--- config.mk ---
export PLATFORM = sky130hd
export DESIGN_NAME = mc_control_fsm
export DESIGN_NICKNAME = d
export VERILOG_FILES = /design/src/rtl/mc_ctrl_pkg.sv /design/src/rtl/mc_ctrl_outdec.sv /design/src/rtl/mc_control_fsm.sv
export SDC_FILE = /design/constraint.sdc
export NUM_CORES = 1
export LEC_CHECK = 0
export CAP_MARGIN = 20
export CORE_UTILIZATION = 62
export DETAILED_ROUTE_END_ITERATION = 8
export DONT_BUFFER_PORTS = 1
export PLACE_DENSITY = 0.87
export SYNTH_ARGS = -nofsm -noshare
export SYNTH_HDL_FRONTEND = slang
export SYNTH_HIERARCHICAL = 1
export SYNTH_SLANG_ARGS = --single-unit
export TNS_END_PERCENT = 5
--- constraint.sdc ---
create_clock -name clk -period 2.1 [get_ports clk]
set_input_delay 0.42 -clock clk [delete_from_list [all_inputs] [get_ports clk]]
set_output_delay 0.42 -clock clk [all_outputs]
set_load 0.01 [all_outputs]
--- src/rtl/mc_ctrl_pkg.sv ---
// Shared types and constants for the multi-cycle MIPS main control.
// ALUOp codes are also consumed by the ALU-control decoder.
package mc_ctrl_pkg;

    typedef enum logic [3:0] {
        S_FETCH  = 4'd0,
        S_DECODE = 4'd1,
        S_MEMADR = 4'd2,
        S_MEMRD  = 4'd3,
        S_MEMWB  = 4'd4,
        S_MEMWR  = 4'd5,
        S_EXEC   = 4'd6,
        S_RCOMP  = 4'd7,
        S_BRANCH = 4'd8,
        S_JUMP   = 4'd9
    } state_t;

    localparam logic [5:0] OP_RTYPE = 6'b000000;
    localparam logic [5:0] OP_LW    = 6'b100011;
    localparam logic [5:0] OP_SW    = 6'b101011;
    localparam logic [5:0] OP_BEQ   = 6'b000100;
    localparam logic [5:0] OP_J     = 6'b000010;

    localparam logic [2:0] ALUOP_ADD   = 3'b000;
    localparam logic [2:0] ALUOP_SUB   = 3'b001;
    localparam logic [2:0] ALUOP_RTYPE = 3'b010;

    localparam logic [1:0] SRCB_REG   = 2'b00;
    localparam logic [1:0] SRCB_FOUR  = 2'b01;
    localparam logic [1:0] SRCB_IMM   = 2'b10;
    localparam logic [1:0] SRCB_IMMSH = 2'b11;

    localparam logic [1:0] PCSRC_ALU = 2'b00;
    localparam logic [1:0] PCSRC_OUT = 2'b01;
    localparam logic [1:0] PCSRC_JMP = 2'b10;

endpackage

--- src/rtl/mc_ctrl_outdec.sv ---
// State to datapath strobe decode for the main control FSM.
// Option: MC_CTRL_JUMP_EN builds the JUMP state decode.
module mc_ctrl_outdec
    import mc_ctrl_pkg::*;
(
    input  logic [3:0] state,
    input  logic       mem_ready,
    output logic       pcwrite,
    output logic       pcwritecond,
    output logic       iord,
    output logic       memread,
    output logic       memwrite,
    output logic       memtoreg,
    output logic       irwrite,
    output logic       regwrite,
    output logic       regdst,
    output logic       alusrca,
    output logic [1:0] alusrcb,
    output logic [1:0] pcsource,
    output logic [2:0] aluop
);

    always_comb begin
        pcwrite     = 1'b0;
        pcwritecond = 1'b0;
        iord        = 1'b0;
        memread     = 1'b0;
        memwrite    = 1'b0;
        memtoreg    = 1'b0;
        irwrite     = 1'b0;
        regwrite    = 1'b0;
        regdst      = 1'b0;
        alusrca     = 1'b0;
        alusrcb     = SRCB_REG;
        pcsource    = PCSRC_ALU;
        aluop       = ALUOP_ADD;
        unique case (state)
            S_FETCH: begin
                memread = 1'b1;
                alusrcb = SRCB_FOUR;
                // IR and PC only capture once the fetch data is valid
                irwrite = mem_ready;
                pcwrite = mem_ready;
            end
            S_DECODE: begin
                alusrcb = SRCB_IMMSH;
            end
            S_MEMADR: begin
                alusrca = 1'b1;
                alusrcb = SRCB_IMM;
            end
            S_MEMRD: begin
                memread = 1'b1;
                iord    = 1'b1;
            end
            S_MEMWB: begin
                regwrite = 1'b1;
                memtoreg = 1'b1;
            end
            S_MEMWR: begin
                memwrite = 1'b1;
                iord     = 1'b1;
            end
            S_EXEC: begin
                alusrca = 1'b1;
                aluop   = ALUOP_RTYPE;
            end
            S_RCOMP: begin
                regwrite = 1'b1;
                regdst   = 1'b1;
            end
            S_BRANCH: begin
                alusrca     = 1'b1;
                aluop       = ALUOP_SUB;
                pcwritecond = 1'b1;
                pcsource    = PCSRC_OUT;
            end
`ifdef MC_CTRL_JUMP_EN
            S_JUMP: begin
                pcwrite  = 1'b1;
                pcsource = PCSRC_JMP;
            end
`endif
            default: ;
        endcase
    end

endmodule

--- src/rtl/mc_control_fsm.sv ---
// Multi-cycle MIPS main control: sequencing, memory-wait timeout.
// Option: MC_CTRL_JUMP_EN enables the j instruction (JUMP state).
module mc_control_fsm
    import mc_ctrl_pkg::*;
#(
    parameter int MEM_WAIT_MAX = 15
) (
    input  logic       clk,
    input  logic       rst,
    input  logic [5:0] opcode,
    input  logic       mem_ready,
    output logic       PCWrite,
    output logic       PCWriteCond,
    output logic       IorD,
    output logic       MemRead,
    output logic       MemWrite,
    output logic       MemtoReg,
    output logic       IRWrite,
    output logic       RegWrite,
    output logic       RegDst,
    output logic       ALUSrcA,
    output logic [1:0] ALUSrcB,
    output logic [1:0] PCSource,
    output logic [2:0] ALUOp,
    output logic       illegal,
    output logic       timeout,
    output logic [3:0] state_o
);

    localparam logic [3:0] WAIT_MAX = 4'(MEM_WAIT_MAX);

    state_t     state, state_nxt;
    logic [3:0] wcnt;
    logic       tmo_q;
    logic       abort;
    logic       ill_dec;
    logic       stuck;

    logic       d_pcw, d_pcwc, d_iord, d_mrd, d_mwr;
    logic       d_m2r, d_irw, d_rgw, d_rdst, d_asa;
    logic [1:0] d_asb, d_psrc;
    logic [2:0] d_aop;

    assign stuck = !mem_ready && (wcnt == WAIT_MAX);

    always_comb begin
        state_nxt = state;
        abort     = 1'b0;
        ill_dec   = 1'b0;
        unique case (state)
            S_FETCH: begin
                if (mem_ready) state_nxt = S_DECODE;
                else           abort     = stuck;
            end
            S_DECODE: begin
                unique case (opcode)
                    OP_RTYPE:     state_nxt = S_EXEC;
                    OP_LW, OP_SW: state_nxt = S_MEMADR;
                    OP_BEQ:       state_nxt = S_BRANCH;
`ifdef MC_CTRL_JUMP_EN
                    OP_J:         state_nxt = S_JUMP;
`endif
                    default: begin
                        state_nxt = S_FETCH;
                        ill_dec   = 1'b1;
                    end
                endcase
            end
            S_MEMADR: begin
                state_nxt = (opcode == OP_SW) ? S_MEMWR : S_MEMRD;
            end
            S_MEMRD: begin
                if (mem_ready) state_nxt = S_MEMWB;
                else           abort     = stuck;
            end
            S_MEMWR: begin
                if (mem_ready) state_nxt = S_FETCH;
                else           abort     = stuck;
            end
            S_MEMWB:  state_nxt = S_FETCH;
            S_EXEC:   state_nxt = S_RCOMP;
            S_RCOMP:  state_nxt = S_FETCH;
            S_BRANCH: state_nxt = S_FETCH;
`ifdef MC_CTRL_JUMP_EN
            S_JUMP:   state_nxt = S_FETCH;
`endif
            default:  state_nxt = S_FETCH;
        endcase
        if (abort) state_nxt = S_FETCH;
    end

    // Only the memory states can hold, so "no change" means a wait cycle
    always_ff @(posedge clk) begin
        if (rst) begin
            state <= S_FETCH;
            wcnt  <= 4'd0;
            tmo_q <= 1'b0;
        end else begin
            state <= state_nxt;
            if (abort || state_nxt != state) wcnt <= 4'd0;
            else                             wcnt <= wcnt + 4'd1;
            if (abort) tmo_q <= 1'b1;
        end
    end

    mc_ctrl_outdec u_outdec (
        .state       (state),
        .mem_ready   (mem_ready),
        .pcwrite     (d_pcw),
        .pcwritecond (d_pcwc),
        .iord        (d_iord),
        .memread     (d_mrd),
        .memwrite    (d_mwr),
        .memtoreg    (d_m2r),
        .irwrite     (d_irw),
        .regwrite    (d_rgw),
        .regdst      (d_rdst),
        .alusrca     (d_asa),
        .alusrcb     (d_asb),
        .pcsource    (d_psrc),
        .aluop       (d_aop)
    );

    // Reset blanks every output in the reset cycle itself
    assign PCWrite     = d_pcw  & ~rst;
    assign PCWriteCond = d_pcwc & ~rst;
    assign IorD        = d_iord & ~rst;
    assign MemRead     = d_mrd  & ~rst;
    assign MemWrite    = d_mwr  & ~rst;
    assign MemtoReg    = d_m2r  & ~rst;
    assign IRWrite     = d_irw  & ~rst;
    assign RegWrite    = d_rgw  & ~rst;
    assign RegDst      = d_rdst & ~rst;
    assign ALUSrcA     = d_asa  & ~rst;
    assign ALUSrcB     = d_asb  & {2{~rst}};
    assign PCSource    = d_psrc & {2{~rst}};
    assign ALUOp       = d_aop  & {3{~rst}};
    assign illegal     = ill_dec & ~rst;
    assign timeout     = tmo_q   & ~rst;
    assign state_o     = rst ? 4'd0 : state;

endmodule

# Yosys cells after proc, flatten, opt, wreduce, memory -nomap -nowiden

Cells that the tools add are included.

Add/sub/neg operators: 1
$mul: 0
Div/mod/pow operators: 0
Magnitude comparators: 0
Equal/unequal tests: 13
Shift operators: 0
Muxes and demuxes: 24
Bitwise logic cells: 15
Reduce and logical (&&, ||, !) cells: 13

Operator list:

| operator                                       | number |
|---|---|
| one-hot mux 4 bit (6 select lines)             | 1 |
| two-way mux 4 bit                              | 5 |
| == test 4 x 3 -> 1 bit (second input constant) | 4 |
| two-way mux 1 bit                              | 14 |
| == test 6 bit (second input constant)          | 2 |
| one-hot mux 4 bit (3 select lines)             | 1 |
| bitwise AND 1 bit                              | 11 |
| OR reduction 2 bit                             | 5 |
| == test 4 x 2 -> 1 bit (second input constant) | 2 |
| == test 4 bit (second input constant)          | 2 |
| == test 6 x 3 -> 1 bit (second input constant) | 1 |
| zero test 6 bit                                | 1 |
| one-hot mux 2 bit (3 select lines)             | 1 |
| OR reduction 3 bit                             | 2 |
| adder 4 x 1 -> 4 bit (second input constant)   | 1 |
| bitwise AND 2 bit                              | 2 |
| == test 4 x 1 -> 1 bit (second input constant) | 1 |
| zero test 4 bit                                | 1 |
| inequality test 4 bit                          | 1 |
| one-hot mux 2 bit (2 select lines)             | 1 |
| OR reduction 4 bit                             | 1 |
| bitwise AND 3 bit                              | 1 |
| two-way mux 3 bit                              | 1 |
| logical AND 1 bit                              | 1 |
| other kinds (3)                                | 3 |

Flip-flop bits (word level): 9
Latch bits: 0
Memory bits (writable): 0
ROM bits: 0
Bits of input ports: 9
Output and inout bits: 23
Word-level logic and storage cells: 69
Memories: 0

# Logic depth before layout (Yosys ltp)

Gate-level depths: netlist of run 1.

Depth in word-level cells: 8
Gate-level depth with buffers: 6
Depth with buffers taken out: 5

# By module

Netlist of run 1, hierarchy kept.

Modules (own cells, without submodules):

| module         | times used | cells each | area each (µm²) | sequential area each (µm²) |
|---|---|---|---|---|
| mc_control_fsm | 1          | 98         | 775.7           | 180.2 |
| mc_ctrl_outdec | 1          | 27         | 240.2           | 0.0 |

# Least setup slack after synthesis of run 1

OpenSTA, ideal clock, no wires.

Path kind: input port to output port
Start: input port opcode[1]
End: output port illegal
Arrival time: 1321 ps
Data required time: 1680 ps
Slack: 359 ps
Cell stages on the path: 3
Buffers on the path: 0
Path through: or4_4 > o21a_1 > o211a_1

Cells in the longest elaborated chain, start to end: 5
Elaborated cells on any way between the ends: 8
Classes of those cells: 3 x eq/ne; 2 x mux; 1 x bitwise; 2 x reduce/logical

Ends and longest elaborated chain:

| what                                        | line                  | text |
|---|---|---|
| from (decl)                                 | mc_control_fsm.sv:10  | `input logic [5:0] opcode,` |
| == test 6 bit, or another cell as far along | mc_control_fsm.sv:56  | `unique case (opcode)` |
| OR reduction 4 bit (no line) *              | -                     |  |
| two-way mux 1 bit *                         | mc_control_fsm.sv:56  |  |
| two-way mux 1 bit *                         | mc_control_fsm.sv:50  | `unique case (state)` |
| bitwise AND 1 bit *                         | mc_control_fsm.sv:138 | `assign illegal = ill_dec & ~rst;` |
| to (decl)                                   | mc_control_fsm.sv:25  | `output logic illegal,` |

Mark *: on every way between the ends. The rest lies on a longest branch, timed or not.

# Worst setup path after layout of run 1

Start: register state[1]
End: output port ALUOp[1]

Cells in the longest elaborated chain, start to end: 3
Elaborated cells on any way between the ends: 4
Classes of those cells: 2 x eq/ne; 1 x mux; 1 x bitwise

Ends and longest elaborated chain:

| what                                                           | line                  | text |
|---|---|---|
| from (decl)                                                    | mc_control_fsm.sv:32  | `state_t state, state_nxt;` |
| from (signal assigned)                                         | mc_control_fsm.sv:99  | `state <= state_nxt;` |
| == test 4 bit / == test 4 x 3 -> 1 bit (equally long branches) | mc_ctrl_outdec.sv:37  | `unique case (state)` |
| one-hot mux 2 bit (2 select lines) *                           | mc_ctrl_outdec.sv:37  |  |
| net d_aop[1]                                                   | mc_control_fsm.sv:42  | `logic [2:0] d_aop;` |
| bitwise AND 3 bit *                                            | mc_control_fsm.sv:137 | `assign ALUOp = d_aop & {3{~rst}};` |
| to (decl)                                                      | mc_control_fsm.sv:24  | `output logic [2:0] ALUOp,` |

Mark *: on every way through the listed nets, which the timed path passes. The rest lies on a longest branch.

==> run_results.csv, run 1 <==
group,metric,value,unit
finish,syn2layout_area_growth,-4.557,%
floorplan,dieArea,0.001805,mm²
sta,maxSlewViolCount,0,
sta,tns,0,ns
finish,layout.cells.most_common,"nor2b_1",
detailed_routing,drt_wl_total,1905,µm
cts,cts_tree,"built",
synth,synth-simple-area-share,44.95,%
finish,fillers,143,
synth,ys.flop_type,"dfxtp_1",
sta,fin_crit_sh,94.93,%
detailed_routing,drc_errors,0,
synth,synth_edf_count,0,
synth,syn_inst,125,
placement,io_buffer_count,0,
detailed_routing,ant_nets,0,
worst_setup_path,r2r_cells,5,
placement,preCtsSetupSlack,0.3114,ns
detailed_routing,first_pass_iters,5,
finish,diodes,0,
cts,root_buffer,"clkbuf_4",
cts,cts_buffer_depth,2,
worst_setup_path,crit_fanout,13,
global_route,grt_max_degree,27,
floorplan,row_count,14,
synth,synth_top_family_by_area,"simple AND/OR/NAND/NOR gates",
synth,netlist_area,0.001016,mm²
placement,hpwl,1371,µm
hold_path,worstHoldPathCells,1,
floorplan,start_util,66.67,%
global_route,grt_overflow,0,
cts,cts_buffers,3,
detailed_routing,via_count,841,
synth,synthMuxAreaShare,0.9852,%
power,switching_share,26.00,%
floorplan,fp.dieH,42.48,µm
power,combPwrFrac,14.4,%
worst_setup_path,worstReg2RegEnd,"wcnt[1]",
hold_path,holdCritStartpoint,"rst",
sta,hold_viol_final,0,
synth,synth_seq_cells,9,
finish,final_nets,128,
cts,clk_latency,0.26,ns
cts,cts_repair_resize_count,0,
synth,seq_area_frac_synth,17.73,%
hold_path,min_path_type,"in -> reg",
synth,asyncSetResetFlopFracSynth,0,%
floorplan,io_pins,32,
worst_setup_path,worstSetupPathType,"reg -> out",
power,p_sw,0.00009526,W
sta,rsz0062_at_grt,"no",
finish,final_cell_mix,"nor2b_1 (18), nor2_1 (9), dfxtp_1 (7)",
worst_setup_path,rrSetupSlack,0.29,ns
sta,tightest_slew,0.5932,ns
detailed_routing,first_iter_violations,19,
power,p_leak,0.3237,nW
synth,yosys_warnings,6,
sta,clock_skew,0.003298,ns
power,p_per_area,377.8,mW/mm²
global_route,grt_antenna_before_repair,0,
power,p_int,0.0002711,W
sta,finalSetupViolCount,0,
power,ir_drop,0.2432,mV
placement,gp_congestion,0.8344,
status,outcome,"completed",
hold_path,min_to,"tmo_q",
floorplan,core-area,0.001524,mm²
synth,ys_types,49,
cts,cts_sinks,9,
sta,fmax,501.6,MHz
finish,drive_gt1_share,18.80,%
worst_setup_path,cp.arrival,1.57,ns
finish,layout.cells.non_filler,133,
global_route,grt_pass1_wl,3153,µm
cts,htreeDepth,1,
synth,synth_xor_area_share,5.049,%
global_route,grt_pass1_vias,726,
sta,slew_headroom,60.40,%
worst_setup_path,cp-end-kind,"output port",
global_route,grt_usage,22.36,%
power,p_total,0.0003664,W
cts,cts.clk_slew.worst_paths,0.06,ns
worst_setup_path,crit_path_start_kind,"flip-flop",
synth,postSynthAreaPerCell,8.128,µm²
power,clkPwrFrac,35.6,%
sta,finalWorstSetupSlack,0.1065,ns
synth,synth_fa_ha_area_share,1.232,%
placement,numPlacedInstances,129,
detailed_routing,wl_per_cell,14.32,µm
cts,ctsHoldBuffers,0,
worst_setup_path,reg2reg_from,"state[1]",
synth,synth_compound_area_share,15.89,%
flow_run,max-cap-violations,0,
power,p_seq_share,50.0,%
detailed_routing,via_per_inst,6.323,
worst_setup_path,required,1.68,ns
sta,post-route-min-period,1.994,ns
cts,postCtsSetupRepairBufs,0,
floorplan,die_w,42.48,µm
==> power groups by stage <==
stage,clock network (W),logic [W],registers (W)
floorplan,0,0.0000624,0.000180
global placement,0,0.0000504,0.000186
detailed placement,0,0.0000515,0.000187
CTS,0.000135,0.0000519,0.000183
global route,0.000144,0.0000584,0.000184
finish,0.000131,0.0000526,0.000183
==> cell families (layout without fill, tap and decap cells) <==
logic type | count (synthesis) | count (layout)
flops | 9 | 9
buf+inv | 21 | 12
simple gates | 64 | 64
xor+xnor | 5 | 5
compound gates | 23 | 23
mux | 1 | 1
fa+ha+maj | 1 | 1
other cells | 1 | 2
==> cell type report <==
cell class | count | area, µm² | area share [%]
Inverter | 5 | 18.77 | 1.935
Tap cell | 16 | 20.02 | 2.065
Timing Repair Buffer | 3 | 22.52 | 2.323
Multi-Input combinational cell | 96 | 699.4 | 72.13
Sequential cell | 9 | 182.7 | 18.84
Clock buffer | 4 | 26.28 | 2.710
==> Yosys cell counts, types with 4 or more instances <==
cell | count | area [µm²]
buf_4 | 5 | 37.54
dfxtp_1 | 9 | 180.2
a21oi_1 | 5 | 25.02
nand3_1 | 4 | 20.02
inv_1 | 5 | 18.77
nor2b_1 | 18 | 112.6
nor3_1 | 4 | 20.02
buf_6 | 5 | 56.30
nor4_2 | 4 | 50.05
buf_2 | 4 | 20.02
nor3b_1 | 5 | 37.54
nor2_1 | 9 | 33.78
==> worst max-delay path by stage <==
stage / slack, ns / endpoint / start
final: 0.11 / ALUOp[1] / state[1]
after global routing: 0.008 / ALUOp[1] / state[1]
after CTS: 0.05 / ALUSrcB[1] / state[0]
after detailed placement: 0.31 / wcnt[1] / state[0]
after global placement: 0.34 / illegal / opcode[1]
after floorplan: 0.36 / illegal / opcode[1]
==> state kept, by name, indices dropped and copies added, names as in the netlist <==
name	cells
state	4
tmo_q	1
wcnt	4
==> per-layer routing <==
metal / GRT usage (%) / wire [µm] / part of all wire (%)
met1: 28.42 / 809 / 42
met2: 39.08 / 939 / 49
met4: 7.500 / 11 / 0.58
met5: 0 / 0 / 0
met3: 2.155 / 145 / 7.6
==> per-stage QoR <==
stage                     cell area [µm²]  util, %  hold slack [ns]
after floorplan                      1020        -           0.4319
after global placement              940.9    61.74           0.4485
after detailed placement            940.9    61.74           0.4503
after CTS                           967.2    63.46           0.2183
after global routing                969.7    63.63           0.2192
final                               969.7    63.63           0.2269
==> critical path, cell delays in order, from the launching register on <==
cell and delay, ns:
dfxtp_1 0.59, buf_4 0.27, nor3b_1 0.21, nor2b_1 0.26
(Power assumes the default switching activity.)
==> run 2, diff against run 1 <==
CORE_UTILIZATION = 45   (was 62)
CTS_BUF_LIST = sky130_fd_sc_hd__clkbuf_8 sky130_fd_sc_hd__clkbuf_16   (was unset)
PLACE_DENSITY = 0.69   (was 0.87)
==> run_results.csv, run 2 (same netlist as run 1, synthesis figures left out) <==
group,metric,value,unit
floorplan,io_pins,32,
sta,hold_ws,0.2517,ns
power,clkPwrFrac,46.4,%
power,p_int,0.0003314,W
detailed_routing,highest_layer,"met4",
finish,layout.cells.most_common,"nor2b_1",
status,outcome,"completed",
cts,clk_latency,0.24,ns
power,p_total,0.0004466,W
cts,htreeDepth,1,
power,p_per_area,432.7,mW/mm²
finish,final_nets,132,
worst_setup_path,cp-end-kind,"output port",
placement,gp_congestion,0.8851,
global_route,grt_pass1_vias,800,
sta,hold_viol_final,0,
detailed_routing,wl_met1,909,µm
worst_setup_path,crit_fanout,7,
cts,cts_buffer_depth,2,
worst_setup_path,cp.arrival,1.47,ns
cts,cts_tree,"built",
sta,tns,0,ns
floorplan,fp.dieH,49.52,µm
detailed_routing,via_count,846,
sta,fmax,530.0,MHz
worst_setup_path,slowest_stage,"dfxtp_1",
worst_setup_path,crit_chain,"buf_4 > nand2b_4 > nor3b_1 > nor2b_1",
cts,cts.clk_slew.worst_paths,0.05,ns
finish,drive_gt1_share,21.49,%
finish,final_cell_mix,"nor2b_1 (18), nor2_1 (9), dfxtp_1 (8), buf_4 (7)",
worst_setup_path,rrSetupSlack,0.34,ns
floorplan,die_w,49.52,µm
floorplan,dieArea,0.002452,mm²
detailed_routing,routed-wl-met3,92,µm
cts,postCtsSetupRepairBufs,0,
cts,cts_sinks,9,
worst_setup_path,r2r_cells,5,
worst_setup_path,reg2reg_from,"wcnt[0]",
flow_run,max-cap-violations,0,
detailed_routing,drt_wl_total,2071,µm
global_route,grt_max_degree,27,
hold_path,min_path_type,"in -> reg",
worst_setup_path,slowest_delay,0.51,ns
sta,rsz0062_at_grt,"no",
placement,hpwl,1547,µm
placement,io_buffer_count,0,
cts,cts_buffers,3,
floorplan,start_util,49.75,%
detailed_routing,ant_nets,0,
power,ir_drop,0.3457,mV
hold_path,holdCritStartpoint,"rst",
sta,finalSetupViolCount,0,
sta,clock_skew,0.002316,ns
cts,root_buffer,"clkbuf_8",
worst_setup_path,path_buf_inv,1,
worst_setup_path,required,1.68,ns
power,combPwrFrac,13.7,%
hold_path,worstHoldPathCells,1,
sta,post-route-min-period,1.887,ns
global_route,grt_overflow,0,
detailed_routing,first_iter_violations,20,
floorplan,core-area,0.002042,mm²
detailed_routing,met2_length,1019,µm
finish,diodes,0,
finish,syn2layout_area_growth,1.601,%
worst_setup_path,worstReg2RegEnd,"wcnt[2]",
global_route,grt_usage,18.44,%
floorplan,row_count,16,
power,switching_share,25.81,%
finish,top_regs,"state x4, wcnt x4, tmo_q x1",
worst_setup_path,worstSetupPathType,"reg -> out",
global_route,grt_antenna_before_repair,0,
power,p_seq_share,39.9,%
detailed_routing,wl_per_cell,13.99,µm
detailed_routing,via_per_inst,5.716,
detailed_routing,first_pass_iters,4,
sta,maxSlewViolCount,0,
hold_path,min_to,"tmo_q",
power,p_leak,0.3552,nW
sta,fin_crit_sh,89.84,%
power,p_sw,0.0001153,W
worst_setup_path,cp_top_family,"flip-flops",
global_route,grt_pass1_wl,3477,µm
detailed_routing,drc_errors,0,
worst_setup_path,crit_path_start_kind,"flip-flop",
==> run 2: cell types whose count changed in the layout (fill, tap and decap cells not counted) <==
cell,previous run,this run
buf_4,3,7
clkbuf_1,1,0
clkbuf_4,3,0
clkbuf_8,0,3
clkinv_2,0,1
dfxtp_1,7,8
dfxtp_2,2,1
==> run 2: through the flow <==
stage	std cells	util, %	worst slack, ns	instance area (µm²)
4_1_cts	148	50.49	0.03492	1031
5_1_grt	148	50.55	0.1093	1032
3_3_place_gp	144	48.22	0.3266	984.7
2_1_floorplan	126	-	0.3586	1020
6_report	148	50.55	0.2133	1032
3_5_place_dp	144	48.22	0.2657	984.7
==> run 2: routing by layer <==
layer	up-vias	global-route usage, %
li1	424	-
met1	385	23.46
met2	32	30.82
met3	5	1.235
met4	0	10.00
met5	-	0
==> run 2: worst max-delay path by stage <==
| stage | startpoint | cells past startpoint | to |
|---|---|---|---|
| finish | state[2] | 4 | MemWrite |
| global route | state[3] | 3 | ALUSrcA |
| CTS | state[1] | 3 | ALUSrcB[1] |
| detailed placement | state[1] | 5 | wcnt[2] |
| global placement | state[1] | 5 | wcnt[1] |
| floorplan | opcode[1] | 3 | illegal |
==> run 2: timing repair <==
action,CTS,global route
setup endpoints to repair,0,4
resized for setup,0,1
hold buffers,0,0
==> run 2: worst register-to-register path: cells and delay by family (launching register included) <==
kind	cells	cell delay, ns
adders and majority gates	1	0.22
and+or+nand+nor	2	0.45
DFF	1	0.38
AOI/OAI and AO/OA	2	0.59
==> run 2: final cells by class <==
cell class | count | area [µm²]
Clock buffer | 3 | 41.29
Clock inverter | 1 | 5.005
Multi-Input combinational cell | 96 | 699.4
Inverter | 5 | 18.77
Tap cell | 27 | 33.78
Sequential cell | 9 | 181.4
Fill cell | 209 | 1010
Timing Repair Buffer | 7 | 52.55
==> run 2: power by group through the flow <==
stage | combinational [W] | clock [W] | sequential [W]
2_1_floorplan | 0.0000624 | 0 | 0.000180
3_3_place_gp | 0.0000597 | 0 | 0.000181
3_5_place_dp | 0.0000611 | 0 | 0.000181
4_1_cts | 0.0000610 | 0.000211 | 0.000178
5_1_grt | 0.0000680 | 0.000222 | 0.000178
6_report | 0.0000613 | 0.000207 | 0.000178
